File: src/rtl/alu_serial_if.sv
// Request/response bundle for the bit-serial ALU.
// The master drives the operands and start; the slave drives status and results.
interface alu_serial_if #(
    parameter int WIDTH = 32
);
    logic             start;
    logic [2:0]       op;
    logic [WIDTH-1:0] a;
    logic [WIDTH-1:0] b;
    logic             busy;
    logic             done;
    logic [WIDTH-1:0] result;
    logic             carryout;
    logic             overflow;
    logic             zero;

    modport master (
        output start, op, a, b,
        input  busy, done, result, carryout, overflow, zero
    );

    modport slave (
        input  start, op, a, b,
        output busy, done, result, carryout, overflow, zero
    );
endinterface

File: src/rtl/alu_serial.sv
// Bit-serial ALU: one result bit per clock through a single 1-bit slice with a
// registered carry, LSB first. Operands are latched on the accepting edge.
module alu_serial #(
    parameter int WIDTH = 32
) (
    input  logic       clk,
    input  logic       reset,
    alu_serial_if.slave bus
);
    localparam int CW = $clog2(WIDTH);

    localparam logic [2:0] OP_ADD  = 3'b000;
    localparam logic [2:0] OP_SUB  = 3'b001;
    localparam logic [2:0] OP_XOR  = 3'b010;
    localparam logic [2:0] OP_SLT  = 3'b011;
    localparam logic [2:0] OP_AND  = 3'b100;
    localparam logic [2:0] OP_NAND = 3'b101;
    localparam logic [2:0] OP_NOR  = 3'b110;
    localparam logic [2:0] OP_OR   = 3'b111;

    typedef enum logic [1:0] {
        S_IDLE = 2'd0,
        S_RUN  = 2'd1,
        S_DONE = 2'd2
    } state_t;

    state_t           state_q, state_d;
    logic [WIDTH-1:0] a_q, b_q, res_q;
    logic [2:0]       op_q;
    logic [CW-1:0]    cnt_q;
    logic             carry_q, co_q, ov_q, zero_q;

    logic             load_s, last_s, sub_s, arith_s;
    logic             ai_s, bx_s, sum_s, cout_s, ovf_s, bit_s;
    logic [WIDTH-1:0] final_s;

    assign last_s = (cnt_q == CW'(WIDTH - 1));

    // State register
    always_ff @(posedge clk or posedge reset) begin
        if (reset) begin
            state_q <= S_IDLE;
        end else begin
            state_q <= state_d;
        end
    end

    // Next-state decode; start is only honoured outside RUN
    always_comb begin
        state_d = state_q;
        load_s  = 1'b0;
        case (state_q)
            S_IDLE, S_DONE: begin
                if (bus.start) begin
                    state_d = S_RUN;
                    load_s  = 1'b1;
                end else begin
                    state_d = S_IDLE;
                end
            end
            S_RUN: begin
                if (last_s) begin
                    state_d = S_DONE;
                end else begin
                    state_d = S_RUN;
                end
            end
            default: state_d = S_IDLE;
        endcase
    end

    // 1-bit slice; subtraction is a + ~b + 1 with the +1 preloaded into carry
    always_comb begin
        sub_s   = (op_q == OP_SUB) || (op_q == OP_SLT);
        arith_s = (op_q == OP_ADD) || (op_q == OP_SUB);
        ai_s    = a_q[0];
        bx_s    = b_q[0] ^ sub_s;
        sum_s   = ai_s ^ bx_s ^ carry_q;
        cout_s  = (ai_s & bx_s) | (carry_q & (ai_s ^ bx_s));
        ovf_s   = carry_q ^ cout_s;
        case (op_q)
            OP_ADD, OP_SUB, OP_SLT: bit_s = sum_s;
            OP_XOR:                 bit_s = ai_s ^ b_q[0];
            OP_AND:                 bit_s = ai_s & b_q[0];
            OP_NAND:                bit_s = ~(ai_s & b_q[0]);
            OP_NOR:                 bit_s = ~(ai_s | b_q[0]);
            OP_OR:                  bit_s = ai_s | b_q[0];
            default:                bit_s = 1'b0;
        endcase
        if (op_q == OP_SLT) begin
            final_s = {{(WIDTH-1){1'b0}}, sum_s ^ ovf_s};
        end else begin
            final_s = {bit_s, res_q[WIDTH-1:1]};
        end
    end

    // Operand latch, serial shift and result/flag capture on the last bit
    always_ff @(posedge clk or posedge reset) begin
        if (reset) begin
            a_q     <= '0;
            b_q     <= '0;
            op_q    <= 3'b000;
            cnt_q   <= '0;
            carry_q <= 1'b0;
            res_q   <= '0;
            co_q    <= 1'b0;
            ov_q    <= 1'b0;
            zero_q  <= 1'b1;
        end else if (load_s) begin
            a_q     <= bus.a;
            b_q     <= bus.b;
            op_q    <= bus.op;
            cnt_q   <= '0;
            carry_q <= (bus.op == OP_SUB) || (bus.op == OP_SLT);
        end else if (state_q == S_RUN) begin
            a_q     <= a_q >> 1;
            b_q     <= b_q >> 1;
            carry_q <= cout_s;
            cnt_q   <= cnt_q + CW'(1);
            if (last_s) begin
                res_q  <= final_s;
                co_q   <= arith_s & cout_s;
                ov_q   <= arith_s & ovf_s;
                zero_q <= (final_s == '0);
            end else begin
                res_q  <= {bit_s, res_q[WIDTH-1:1]};
            end
        end
    end

    assign bus.busy     = (state_q == S_RUN);
    assign bus.done     = (state_q == S_DONE);
    assign bus.result   = res_q;
    assign bus.carryout = co_q;
    assign bus.overflow = ov_q;
    assign bus.zero     = zero_q;
endmodule

File: src/flat_wrapper.sv
// flat-port wrapper written by rule: the top's interface ports become plain ports
module alu_serial_flat 
#(
    parameter int WIDTH = 32
)
  (clk, reset, bus_start, bus_op, bus_a, bus_b, bus_busy, bus_done, bus_result, bus_carryout, bus_overflow, bus_zero);
  alu_serial_if #(.WIDTH(WIDTH)) bus_i ();
  input  logic clk;
  input  logic reset;
  input wire logic [$bits(bus_i.start)-1:0] bus_start;
  input wire logic [$bits(bus_i.op)-1:0] bus_op;
  input wire logic [$bits(bus_i.a)-1:0] bus_a;
  input wire logic [$bits(bus_i.b)-1:0] bus_b;
  output wire logic [$bits(bus_i.busy)-1:0] bus_busy;
  output wire logic [$bits(bus_i.done)-1:0] bus_done;
  output wire logic [$bits(bus_i.result)-1:0] bus_result;
  output wire logic [$bits(bus_i.carryout)-1:0] bus_carryout;
  output wire logic [$bits(bus_i.overflow)-1:0] bus_overflow;
  output wire logic [$bits(bus_i.zero)-1:0] bus_zero;
  assign bus_i.start = bus_start;
  assign bus_i.op = bus_op;
  assign bus_i.a = bus_a;
  assign bus_i.b = bus_b;
  assign bus_busy = bus_i.busy;
  assign bus_done = bus_i.done;
  assign bus_result = bus_i.result;
  assign bus_carryout = bus_i.carryout;
  assign bus_overflow = bus_i.overflow;
  assign bus_zero = bus_i.zero;
  alu_serial #(.WIDTH(WIDTH)) u_core (.clk(clk), .reset(reset), .bus(bus_i));
endmodule
File: config.mk
export PLATFORM = sky130hd
export DESIGN_NAME = alu_serial_flat
export DESIGN_NICKNAME = d
export VERILOG_FILES = /design/src/rtl/alu_serial_if.sv /design/src/rtl/alu_serial.sv /design/src/flat_wrapper.sv
export SDC_FILE = /design/constraint.sdc
export NUM_CORES = 1
export LEC_CHECK = 0
export CORE_ASPECT_RATIO = 0.9
export CORE_MARGIN = 2
export CORE_UTILIZATION = 45
export CTS_BUF_LIST = sky130_fd_sc_hd__clkbuf_4 sky130_fd_sc_hd__clkbuf_8
export DETAILED_ROUTE_END_ITERATION = 8
export PLACE_DENSITY = 0.75
export SLEW_MARGIN = 25
export SYNTH_ARGS = -nofsm -noshare
export SYNTH_HDL_FRONTEND = slang
export SYNTH_SLANG_ARGS = --single-unit
File: constraint.sdc
create_clock -name clk -period 3.44 [get_ports clk]
set_input_delay 0.516 -clock clk [delete_from_list [all_inputs] [get_ports clk]]
set_output_delay 0.516 -clock clk [all_outputs]
set_load 0.01 [all_outputs]
==> summary.txt, run 1 <==
Clock network
  • CTS tree: done
  • TritonCTS Sinks: 110
  • Clock Latency Late Sink: approximately 380 ps
  • Post-CTS Hold Buffers: 0
  • Worst-path clk slew: between 100 and 150 ps
  • # resized after CTS: 0
  • Postcts setup bufs: 0
  • Cell chosen for the clock root: clkbuf_8
  • Max clock buf depth: 2
  • Htree depth: 3
  • Inserted Clock Buffers: 9

Synthesis
  • Ranking of synthesized cells by area: dfrtp_1 (57%), nand2_1 (7.6%), mux2i_1 (7.3%), a22o_1 (6.1%), a22oi_1 (4.7%)
  • Syn_nets: 507
  • Main combinational cell family by area after synthesis: compound AO/OA/AOI/OAI gates
  • Synth Area per Inst: 11.1 um2
  • Post-synth top area share: approximately 57%
  • Synth Register Bits: 110
  • Syn. warnings: 0
  • Commonest register cell after synthesis: dfrtp_1
  • Simple-Gate Fraction of Synth Area: approximately an eighth
  • Mapped Cells: 431
  • Compound-Gate Fraction of Synth Area: roughly 16%
  • Post-Synth XOR/XNOR Area: 0.735%
  • Synth unique cells: 36
  • Mapped Area: roughly 0.0048 mm2
  • Yosys top cell by area: dfrtp_1
  • Mux contribution to synthesized area: around 8.1%
  • Async set-reset flop share out of synthesis: 100%
  • Sequential area share after synthesis: 57.8%
  • EDFF count, synth: 0
  • Synth Area in Adders: about 1.9%

Finish
  • Commonest cells after routing, fill and taps aside: dfrtp_1 (109), clkdlybuf4s50_1 (106), nand2_1 (97)
  • Reg area: about 0.0028 mm2
  • Layout fillers: about 870
  • Share of layout cells above drive strength 1: 6.83%
  • Fin area: slightly above 0.006 mm2
  • Finished Layout Cells: about 660
  • Multi-input gate area: around 0.0019 mm2
  • Utilization after layout: between 50% and 60%
  • Area Growth Syn to Fin: 27.9%
  • Commonest non-fill, non-tap cell in the layout: dfrtp_1
  • Number of diodes: 0
  • NumNets Final: between 500 and 600

Placement
  • Dpl cell area: between 0.005 and 0.006 mm2
  • Post-DP HPWL: about 6700 um
  • PortBufs: about 110
  • Placement Setup Slack: 958 ps
  • Placed insts: between 600 and 700
  • Placer Congestion: roughly 0.74

Drt
  • First DRT Iteration DRCs: 190
  • Routed wl met2: approximately 4800 um
  • Vias per cell: around 5.4
  • WL/cell: between 15 and 20 um
  • Met3 routed WL: roughly 540 um
  • Met1 WL: 4570 um
  • Top layer reached by signal wires: met4
  • ANT nets after route: 0
  • Pre-antenna DRT Iters: 5
  • Routed WL: 10000 um
  • DRC viols: 0
  • Via count: ~3600

Timing
  • Pins Over Slew Limit: 0
  • Fmax: 0.441 GHz
  • Final Cycle Share: 65.9%
  • Hold Worst Slack: slightly below 500 ps
  • Post-route minimum period: 2270 ps
  • Worst Skew: approximately 14 ps
  • Final hold violation count: 0
  • Post-route worst setup slack: roughly 1200 ps
  • Actual slew at the worst max-slew pin: approximately 910 ps
  • RSZ-0062 raised after global routing: false
  • Total negative slack: 0 ps
  • Max_slew headroom: about two fifths
  • Setup-failing EPs final: 0

Worst setup path
  • Setup CP Type: reg2out
  • Slowest CP cell: clkdlybuf4s50_1
  • CP top delay family: buffers and inverters
  • R2r endpoint: u_core.bus.overflow
  • CP startpoint: u_core.state_q[1]
  • Peak fanout along the critical path: 9
  • Crit. End Element: primary output
  • CP required: around 3000 ps
  • Worst Path Arrival: around 1800 ps
  • RR Startpoint: u_core.op_q[2]
  • Max incr delay on CP: slightly below 600 ps
  • Setup crit end: bus_busy
  • WP depth: 3
  • Worst Path Buf+Inv: 2
  • Startpoint types: flip-flop
  • Worst reg-to-reg setup slack: about 1200 ps
  • CP Cell Sequence: nand2b_2 > inv_2 > clkdlybuf4s50_1
  • Cell count of the worst reg-to-reg path: 6

Floorplanning
  • Die Height: between 100 and 150 um
  • Die area: ~0.011 mm2
  • Die Width: roughly 110 um
  • Ports: 107
  • Starting Density: 46.3%
  • Rows: 35
  • Core Area: roughly 0.010 mm2

Pwr
  • Maximum VDD drop: 0.425 mV
  • Total Power: roughly 5.2 mW
  • Pwr/cell area: ~850 mW/mm2
  • Leakage power: ~2.8 nW

GRT
  • Global Route Usage Sum: between 10% and 20%
  • First-pass GRT wire length: about 16000 um
  • Largest net degree at the start of global routing: between 100 and 150
  • Initial antenna violation count: 0
  • Total global routing overflow: 0
  • Vias in the first global route: approximately 3500

Worst hold path
  • Hold crit path type: reg2reg
  • Hold depth: 2

Job
  • Max Cap Violations: 0

Outcome
  • Status: finished clean
-- routing by layer --
metal / vias to the layer above / track usage [%]
met1: 1744 / 23.4
met2: 98 / 29.4
met4: 0 / 6.19
li1: 1708 / -
met5: - / 0
met3: 12 / 4.19
-- registers in the layout, indices dropped and copies added (netlist names) --
signal / flops
u_core.a_q: 32
u_core.b_q: 32
u_core.bus.result: 32
u_core.cnt_q: 5
u_core.op_q: 3
u_core.state_q: 2
u_core.bus.carryout: 1
u_core.bus.overflow: 1
u_core.bus.zero: 1
u_core.carry_q: 1
-- how the worst min path moves through the flow --
stage / end / start / slack, ps
after floorplan: u_core.a_q[10] / u_core.a_q[10] / 450
after global placement: u_core.a_q[11] / u_core.a_q[11] / 460
after detailed placement: u_core.a_q[21] / u_core.a_q[21] / 460
after CTS: u_core.a_q[4] / u_core.a_q[4] / 490
after global routing: u_core.a_q[4] / u_core.a_q[4] / 500
final: u_core.a_q[4] / u_core.a_q[4] / 490
-- worst register-to-register path, delay by kind of cell, from the launching register on --
kind / cells / cell delay, ps
buf+inv: 1 / 100
xor+xnor: 2 / 400
simple gates: 1 / 370
flops: 1 / 450
fa+ha+maj: 1 / 480
compound gates: 1 / 280
-- cells by family (layout without fill, tap and decap cells) --
logic type      after synthesis  after routing
compound gates              109            109
xor+xnor                      4              4
fa+ha+maj                     6              6
buf+inv                      39            135
flops                       110            110
mux                          38             38
simple gates                125            125
-- power breakdown --
group	internal (mW)	leakage (nW)	switching (mW)
Clock	0.274	0.0959	0.456
Combinational	1.08	1.25	1.04
Sequential	1.86	1.40	0.452
Total	3.21	2.75	1.95
-- Yosys cell counts, types with 3 or more instances --
| library cell | count |
|---|---|
| dfrtp_1 | 109 |
| nand2_1 | 97 |
| mux2i_1 | 35 |
| o21ai_0 | 35 |
| a22o_1 | 33 |
| a22oi_1 | 30 |
| buf_2 | 23 |
| clkbuf_1 | 8 |
| inv_1 | 7 |
| ha_1 | 4 |
| nor2_1 | 4 |
| nor4_2 | 4 |
| a21oi_1 | 3 |
| mux2_2 | 3 |
| nor2b_1 | 3 |
| nor3_1 | 3 |
| nor4_1 | 3 |
| xor2_1 | 3 |
-- cell type report --
cell class | count | area share, %
Clock buffer | 9 | 2.03
Inverter | 8 | 0.533
Multi-Input combinational cell | 282 | 30.5
Sequential cell | 110 | 45.1
Tap cell | 129 | 2.65
Clock inverter | 7 | 0.923
Timing Repair Buffer | 111 | 18.2
No activity file was read; power rests on OpenSTA's default activity.
==> inputs of run 2 (changes only) <==
--- a/config.mk
+++ b/config.mk
@@ -10,7 +10,7 @@
 export CORE_UTILIZATION = 45
 export CTS_BUF_LIST = sky130_fd_sc_hd__clkbuf_4 sky130_fd_sc_hd__clkbuf_8
 export DETAILED_ROUTE_END_ITERATION = 8
-export PLACE_DENSITY = 0.75
+export PLACE_DENSITY = 0.73
 export SLEW_MARGIN = 25
 export SYNTH_ARGS = -nofsm -noshare
 export SYNTH_HDL_FRONTEND = slang
==> constraint.sdc (replaced) <==
create_clock -name clk -period 2.1 [get_ports clk]
set_input_delay 0.315 -clock clk [delete_from_list [all_inputs] [get_ports clk]]
set_output_delay 0.315 -clock clk [all_outputs]
set_load 0.01 [all_outputs]
==> run 2 against run 1 <==
First-iteration DRC count up 1.1%. Combinational power up 73%. Final cell count up 1.2%. Sequential share of layout area down 1.2 points. Die area unchanged. Clock-buffer cell count up 2. Global-route usage up 0.54 points. Critical path type is now reg2reg.
==> summary.txt, run 2 (synthesis gave the netlist of run 1 again) <==
Job
  • Max Cap Violations: 0 (unchanged)

Worst setup path
  • RR Startpoint: u_core.op_q[2] (unchanged)
  • Peak fanout along the critical path: 5 (was 9)
  • CP startpoint: u_core.op_q[2] (was u_core.state_q[1])
  • Setup CP Type: reg2reg (was reg2out)
  • Worst Path Arrival: 2260 ps (was 1750 ps)
  • CP required: 2350 ps (was 2920 ps)
  • Crit. End Element: flip-flop (was primary output)
  • Cell count of the worst reg-to-reg path: 7 (was 6)
  • Worst reg-to-reg setup slack: 90 ps (was 1240 ps)
  • Startpoint types: flip-flop (unchanged)

Clock network
  • Cell chosen for the clock root: clkbuf_8 (unchanged)
  • Max clock buf depth: 2 (unchanged)
  • Htree depth: 3 (unchanged)
  • Worst-path clk slew: 100 ps (was 110 ps)
  • TritonCTS Sinks: 110 (unchanged)
  • CTS tree: done (unchanged)
  • Clock Latency Late Sink: 360 ps (was 380 ps)
  • Post-CTS Hold Buffers: 0 (unchanged)
  • Inserted Clock Buffers: 9 (unchanged)

Finish
  • Commonest non-fill, non-tap cell in the layout: dfrtp_1 (unchanged)
  • Share of layout cells above drive strength 1: 8.41% (was 6.83%)
  • NumNets Final: 606 (was 598)
  • Commonest cells after routing, fill and taps aside: dfrtp_1 (109), clkdlybuf4s50_1 (106), nand2_1 (97) (unchanged)
  • Number of diodes: 0 (unchanged)
  • Area Growth Syn to Fin: 31.3% (was 27.9%)
  • Finished Layout Cells: 664 (was 656)
  • Multi-input gate area: 0.00186 mm2 (about the same)
  • Layout fillers: 848 (was 865)
  • Reg area: 0.00275 mm2 (unchanged)

Pwr
  • Leakage power: 2.83 nW (was 2.75 nW)
  • Maximum VDD drop: 0.835 mV (was 0.425 mV)
  • Total Power: 8.79 mW (was 5.16 mW)
  • Pwr/cell area: 1400 mW/mm2 (was 846 mW/mm2)

Placement
  • PortBufs: 106 (unchanged)
  • Placer Congestion: 0.767 (was 0.736)
  • Placed insts: 648 (was 640)
  • Post-DP HPWL: 6980 um (was 6710 um)

Timing
  • RSZ-0062 raised after global routing: false (unchanged)
  • Fmax: 0.498 GHz
  • Final Cycle Share: between 90 and 100%
  • Total negative slack: 0 ps (unchanged)
  • Max_slew headroom: 67.1% (was 39.2%)
  • Post-route minimum period: about 2000 ps
  • Setup-failing EPs final: 0 (unchanged)
  • Pins Over Slew Limit: 0 (unchanged)
  • Final hold violation count: 0 (unchanged)
  • Worst Skew: 14.0 ps (was 13.9 ps)
  • Actual slew at the worst max-slew pin: 494 ps (was 911 ps)

GRT
  • First-pass GRT wire length: 17300 um (was 16400 um)
  • Total global routing overflow: 0 (unchanged)
  • Largest net degree at the start of global routing: 59 (was 104)
  • Initial antenna violation count: 0 (unchanged)
  • Global Route Usage Sum: 18.3% (was 17.8%)
  • Vias in the first global route: 3667 (was 3463)

Worst hold path
  • Hold crit path type: in2async (was reg2reg)

Drt
  • Via count: 3567 (was 3562)
  • Pre-antenna DRT Iters: 5 (unchanged)
  • DRC viols: 0 (unchanged)
  • First DRT Iteration DRCs: 192 (was 190)
  • Routed WL: 10200 um (was 10000 um)
  • Vias per cell: 5.37 (was 5.43)
  • ANT nets after route: 0 (unchanged)
  • WL/cell: 15.3 um (about the same)

Outcome
  • Status: finished clean (unchanged)

Floorplanning
  • Die area: 0.0114 mm2 (unchanged)
  • Die Width: 113 um (unchanged)
  • Ports: 107 (unchanged)
  • Core Area: 0.0103 mm2 (unchanged)
  • Rows: 35 (unchanged)
  • Die Height: 102 um (unchanged)
  • Starting Density: 46.3% (unchanged)
==> run 2: changes by cell type in the layout (fill, tap and decap cells not counted) <==
cell / change
clkbuf_8: +2
o41ai_2: +1
inv_6: -1
bufinv_16: +1
o41ai_1: -1
clkinv_2: -2
clkinvlp_4: +1
inv_8: -1
inv_4: -1
buf_12: +5
nor2_2: +1
clkinv_4: +1
buf_4: +3
nor2_4: -1
==> run 2: where the power goes <==
part	internal [mW]	switching (mW)
clock network	0.629	0.719
registers	3.04	0.740
logic	1.91	1.76
total	5.58	3.22
==> run 2: final cells by class <==
class | instances | area share (%)
Multi-Input combinational cell | 282 | 29.8
Clock buffer | 11 | 2.42
Tap cell | 129 | 2.58
Timing Repair Buffer | 119 | 19.7
Clock inverter | 5 | 1.04
Inverter | 8 | 0.539
Sequential cell | 110 | 44.0
==> run 2: worst paths after layout <==
check,to
worst max-delay path,u_core.bus.result[31]
worst min-delay path,u_core.a_q[26]
worst max register to register,u_core.bus.result[31]
worst min register to register,u_core.a_q[30]
max in group asynchronous,u_core.bus.zero
min in group clk,u_core.a_q[30]
==> run 2: timing repair <==
item	in CTS	in global routing
buffers inserted	0	0
setup endpoints to repair	0	1
resized for setup	0	1
hold endpoints to repair	0	0
==> run 2: per-layer routing <==
metal	up-vias	share of wire (%)	track usage, %	wire [um]
li1	1718	-	-	-
met1	1748	46	24.4	4660
met2	93	49	31.3	4940
met3	8	5.0	4.37	508
met4	0	0.70	3.56	71
met5	-	0	0	0
==> run 2: through the flow <==
stage	utilization [%]	instance area, um2	hold WS [ps]	setup WS, ps
floorplan	-	4770	432	216
global placement	58.7	6040	460	256
detailed placement	58.7	6040	464	140
CTS	60.8	6250	224	89.7
global route	60.9	6260	234	7.77
finish	60.9	6260	229	90.7
==> run 2: worst max-delay path, stage by stage, from the launching register on <==
cell	delay [ps]
dfrtp_1	460
nor2b_1	210
xnor2_1	140
fa_1	560
inv_1	50
mux2i_1	160
mux2i_1	120
a22o_1	200
